## config.mk

```make
export PLATFORM = sky130hd
export DESIGN_NAME = weight_config_loader
export DESIGN_NICKNAME = d
export VERILOG_FILES = /design/src/rtl/weight_config_loader.sv
export SDC_FILE = /design/constraint.sdc
export NUM_CORES = 1
export LEC_CHECK = 0
export BUFFER_PORTS_ARGS = -buffer_cell sky130_fd_sc_hd__clkbuf_2
export CORE_UTILIZATION = 50
export CTS_CLUSTER_DIAMETER = 150
export CTS_CLUSTER_SIZE = 30
export DETAILED_ROUTE_END_ITERATION = 7
export PLACE_DENSITY = 0.78
export SYNTH_ARGS = -nofsm -noshare
export SYNTH_HDL_FRONTEND = slang
export SYNTH_SLANG_ARGS = --single-unit
export TNS_END_PERCENT = 50
```

## constraint.sdc

```tcl
create_clock -name clk -period 2.4 [get_ports clk]
set_input_delay 0.12 -clock clk [delete_from_list [all_inputs] [get_ports clk]]
set_output_delay 0.12 -clock clk [all_outputs]
set_load 0.02 [all_outputs]
```

## src/rtl/weight_config_loader.sv

```systemverilog
// Streams host words into a layer's neurons: NUM_WEIGHT weights then one bias per neuron,
// emitting one-cycle registered write strobes tagged with the destination layer and neuron.
module weight_config_loader #(
  parameter int unsigned NUM_NEURON  = 30,
  parameter int unsigned NUM_WEIGHT  = 30,
  parameter int unsigned NEURON_BASE = 0
) (
  input  logic        clk,
  input  logic        rst,
  input  logic        start,
  input  logic [31:0] layer_num,
  input  logic [31:0] s_data,
  input  logic        s_valid,
  output logic        s_ready,
  output logic        weightValid,
  output logic        biasValid,
  output logic [31:0] weightValue,
  output logic [31:0] biasValue,
  output logic [31:0] config_layer_num,
  output logic [31:0] config_neuron_num,
  output logic        busy,
  output logic        done
);

  localparam int unsigned WW = $clog2(NUM_WEIGHT) + 1;
  localparam int unsigned NW = $clog2(NUM_NEURON) + 1;

  typedef enum logic [1:0] {
    IDLE   = 2'd0,
    LOAD_W = 2'd1,
    LOAD_B = 2'd2
  } state_t;

  state_t        state_q;
  logic [WW-1:0] w_q;
  logic [NW-1:0] n_q;
  logic [31:0]   layer_q;
  logic          weight_valid_q;
  logic          bias_valid_q;
  logic          done_q;
  logic [31:0]   weight_value_q;
  logic [31:0]   bias_value_q;
  logic [31:0]   cfg_layer_q;
  logic [31:0]   cfg_neuron_q;
  logic          accept;

  // Ready is a pure decode of the state register, so it is glitch-free and has no input path.
  assign s_ready = (state_q == LOAD_W) || (state_q == LOAD_B);
  assign busy    = s_ready;
  assign accept  = s_valid & s_ready;

  assign weightValid       = weight_valid_q;
  assign biasValid         = bias_valid_q;
  assign weightValue       = weight_value_q;
  assign biasValue         = bias_value_q;
  assign config_layer_num  = cfg_layer_q;
  assign config_neuron_num = cfg_neuron_q;
  assign done              = done_q;

  always_ff @(posedge clk) begin
    if (rst) begin
      state_q        <= IDLE;
      w_q            <= '0;
      n_q            <= '0;
      layer_q        <= '0;
      weight_valid_q <= 1'b0;
      bias_valid_q   <= 1'b0;
      done_q         <= 1'b0;
      weight_value_q <= '0;
      bias_value_q   <= '0;
      cfg_layer_q    <= '0;
      cfg_neuron_q   <= '0;
    end else begin
      weight_valid_q <= 1'b0;
      bias_valid_q   <= 1'b0;
      done_q         <= 1'b0;
      case (state_q)
        IDLE: begin
          if (start) begin
            layer_q <= layer_num;
            n_q     <= '0;
            w_q     <= '0;
            state_q <= LOAD_W;
          end
        end
        LOAD_W: begin
          if (accept) begin
            weight_valid_q <= 1'b1;
            weight_value_q <= s_data;
            cfg_layer_q    <= layer_q;
            cfg_neuron_q   <= NEURON_BASE + 32'(n_q);
            if (w_q == WW'(NUM_WEIGHT - 1)) begin
              w_q     <= '0;
              state_q <= LOAD_B;
            end else begin
              w_q <= w_q + WW'(1);
            end
          end
        end
        LOAD_B: begin
          if (accept) begin
            bias_valid_q <= 1'b1;
            bias_value_q <= s_data;
            cfg_layer_q  <= layer_q;
            cfg_neuron_q <= NEURON_BASE + 32'(n_q);
            if (n_q == NW'(NUM_NEURON - 1)) begin
              done_q  <= 1'b1;
              state_q <= IDLE;
            end else begin
              n_q     <= n_q + NW'(1);
              state_q <= LOAD_W;
            end
          end
        end
        default: state_q <= IDLE;
      endcase
    end
  end

endmodule
```

==> flow_summary.yaml <==
outcome:
  outcome: "finished clean"
die:
  die_width_um: 108.9
  start_util: 0.5206
  die_h_um: 108.9
  die-area_um2: 11870
  io_pins: 201
  core_um2: 10980
  rows: 38
global_routing:
  antenna_found_initial: 0
  grt_max_degree: 62
  grt_pass1_wl_mm: 23.28
  grt_overflow_total: 0
  grt_pass1_vias: 4964
  grtUsageTotal: 0.2538
timing:
  tns_ns: 0
  setup-violations-final: 0
  finalHoldViolCount: 0
  fin_crit_ns: 1.908
  rsz0062_at_grt: "no"
  slew_headroom: 0.5784
  clock.fmax_ghz: 0.5241
  fin_skew_ns: 0.005617
  maxSlewViolCount: 0
  worst_pin_slew_ns: 0.6324
  post-route-period-util: 0.7951
  final.setup.worst_slack_ns: 0.4919
critical_path:
  critPathCapture: "config_layer_num[1]$_SDFFE_PP0P_"
  cp_max_fo: 37
  reg2reg_depth: 6
  crit_chain: "inv_1, ha_1, nand2_1, buf_4, nand2_1, a21oi_1"
  slowest_delay_ns: 0.44
  reg2reg_to: "config_layer_num[1]$_SDFFE_PP0P_"
  reg2reg_setup_slack_ns: 0.49
  crit_top_cell: "nand2_1"
  crit_path_end_kind: "flip-flop"
  crit_slowest_cell: "buf_4"
  arrival_ns: 2.25
  critical_path_class: "flip-flop to flip-flop"
  cp-start-kind: "flip-flop"
  r2r_start: "state_q[0]$_SDFFE_PP0P_"
  worstPathRequired_ns: 2.74
  cp-startpoint: "state_q[0]$_SDFFE_PP0P_"
route:
  post_drt_via_cell_ratio: 5.021
  drc: 0
  drt-total-wl_mm: 15.16
  dr.pass1.iters: 8
  ant_nets: 0
  wl_per_cell_um: 13.84
  first_iter_violations: 481
  vias: 5498
min_path:
  worstHoldStart: "rst"
  min_path_type: "input port to flip-flop"
logic_synthesis:
  synth_ff_type: "dfxtp_1"
  ys_seq_area_frac: 0.5287
  yosysTopAreaCell: "dfxtp_1"
  yosysWarnings: 0
  syn_inst: 723
  synthesis.area_um2: 5718
  synth_seq_cells: 151
  synth_area_per_cell_um2: 7.909
  yosys-top-cells-count: "nand2_1, dfxtp_1, a21oi_1, clkbuf_1, buf_4"
  yosysMostFrequentCell: "nand2_1"
  async_flop_share: 0
  synth.top_cell.area_share: 0.5287
  ys_top_cells_by_area: "dfxtp_1, nand2_1, a21oi_1"
  ys_types: 37
  synth-edff-count: 0
power_and_ir_drop:
  p_int_mw: 4.905
  p_switching_mw: 2.279
  powerDensity_nw_per_um2: 920.7
  seq_power_share: 0.402
  irDropWorstVdd_mv: 0.6068
  finalPower_mw: 7.183
  comb_power_share: 0.230
  p_leak_nw: 3.212
  swShare: 0.3172
  p_clk_frac: 0.368
cells_and_area:
  fin_nets: 1018
  drive_gt1_frac: 0.2304
  fin_area_um2: 7802
  nFillCells: 821
  syn_to_final_growth_pct: 36.46
  n_antenna_cell: 0
placement:
  dpl_worst_slack_ns: 0.4791
  io_buffers: 174
  place.gp.congestion: 0.7884
  dpl.hpwl_mm: 8.737
  dpl-instance-area_um2: 6569
clock_tree:
  cts_sinks: 151
  clk_latency_ns: 0.41
  post_cts_buffers: 0
  cts_resized: 0
  cts-root-buf: "clkbuf_16"
  cts_tree: "done"
  path_clk_slew_ns: 0.06
  cts.htree.levels: 4
  cts_buffers: 17
  clockBufferDepth: 2
job:
  max_cap_viol_count: 0
==> final cells by class <==
class	instances	area, µm²	area share
clock inverters	11	122.6	0.01572
multi-input cells	514	2369	0.3036
clock buffers	21	470.5	0.06030
inverters	9	33.78	0.004330
repair buffers	249	1609	0.2062
flip-flops and latches	151	3023	0.3874
well taps	140	175.2	0.02245
==> power groups by stage <==
stage | Clock (mW) | Combinational, mW | Sequential [mW]
floorplan | 0 | 0.994 | 3.06
global placement | 0 | 1.52 | 2.93
detailed placement | 0 | 1.54 | 2.94
CTS | 2.69 | 1.63 | 2.88
global route | 2.83 | 1.81 | 2.92
finish | 2.65 | 1.65 | 2.89
==> cell usage in the layout, fill, tap and decap left out, drive strengths merged, types with 2 or more instances in the layout <==
master	n
a211oi	5
a21oi	138
a311oi	3
and2	4
buf	12
bufinv	2
clkbuf	194
clkinv	4
clkinvlp	4
conb	26
dfxtp	151
dlygate4sd3	64
ha	8
inv	10
mux2i	2
nand2	279
nand2b	5
nand3	5
nor2	12
nor3	3
o21a	2
o21ai	2
xnor2	5
==> cell families (layout without fill, tap and decap cells) <==
family                     Yosys count  after routing  synth area share
AOI/OAI and AO/OA                  157            157            0.1499
xor gates and xnor gates             5              5          0.007658
adders and majority gates            8              8           0.01751
buffers and inverters               83            290           0.07396
DFF                                151            151            0.5287
muxes                                2              2          0.004157
other                                1             26         0.0006558
and+or+nand+nor                    316            316            0.2175
==> metal layers <==
metal,routed length [µm],global-route usage,vias up
met4,298,0.1042,0
met1,6229,0.2939,2514
met2,7478,0.4317,225
met3,1153,0.07950,27
met5,0,0,-
li1,-,-,2732
==> critical path: cells and delay by family (launching register included) <==
family                   cells  cell delay (ns)
AO/OA/AOI/OAI                1             0.16
AND/OR/NAND/NOR              2             0.44
adder cells (fa/ha/maj)      1             0.35
buffers and inverters        2             0.52
flip-flops                   1             0.35
==> worst min path at each step <==
stage	slack, ns	endpoint	depth (start not counted)
finish	0.11	config_neuron_num[0]$_SDFFE_PP0P_	2
global route	0.1	config_layer_num[6]$_SDFFE_PP0P_	2
CTS	0.09	config_layer_num[6]$_SDFFE_PP0P_	2
detailed placement	0.35	layer_q[19]$_SDFFE_PP0P_	3
global placement	0.34	layer_q[31]$_SDFFE_PP0P_	3
floorplan	0.26	layer_q[0]$_SDFFE_PP0P_	2
==> registers in the layout, indices dropped and copies added (netlist names) <==
signal             count
config_layer_num      32
layer_q               32
biasValue             32
weightValue           32
state_q                2
done                   1
w_q                    6
n_q                    6
weightValid            1
config_neuron_num      6
biasValid              1
==> timing repair <==
item	4_1_cts	5_1_grt
endpoints found under the hold margin	96	0
endpoints found under the setup margin	0	0
hold buffers	64	0
==> per-stage QoR <==
step,std cells,util,hold slack [ns]
floorplan,748,-,0.2560
global placement,999,0.5981,0.3438
detailed placement,999,0.5981,0.3498
CTS,1095,0.7104,0.08830
global route,1095,0.7104,0.09955
finish,1095,0.7104,0.1084
(Power assumes the default switching activity.)
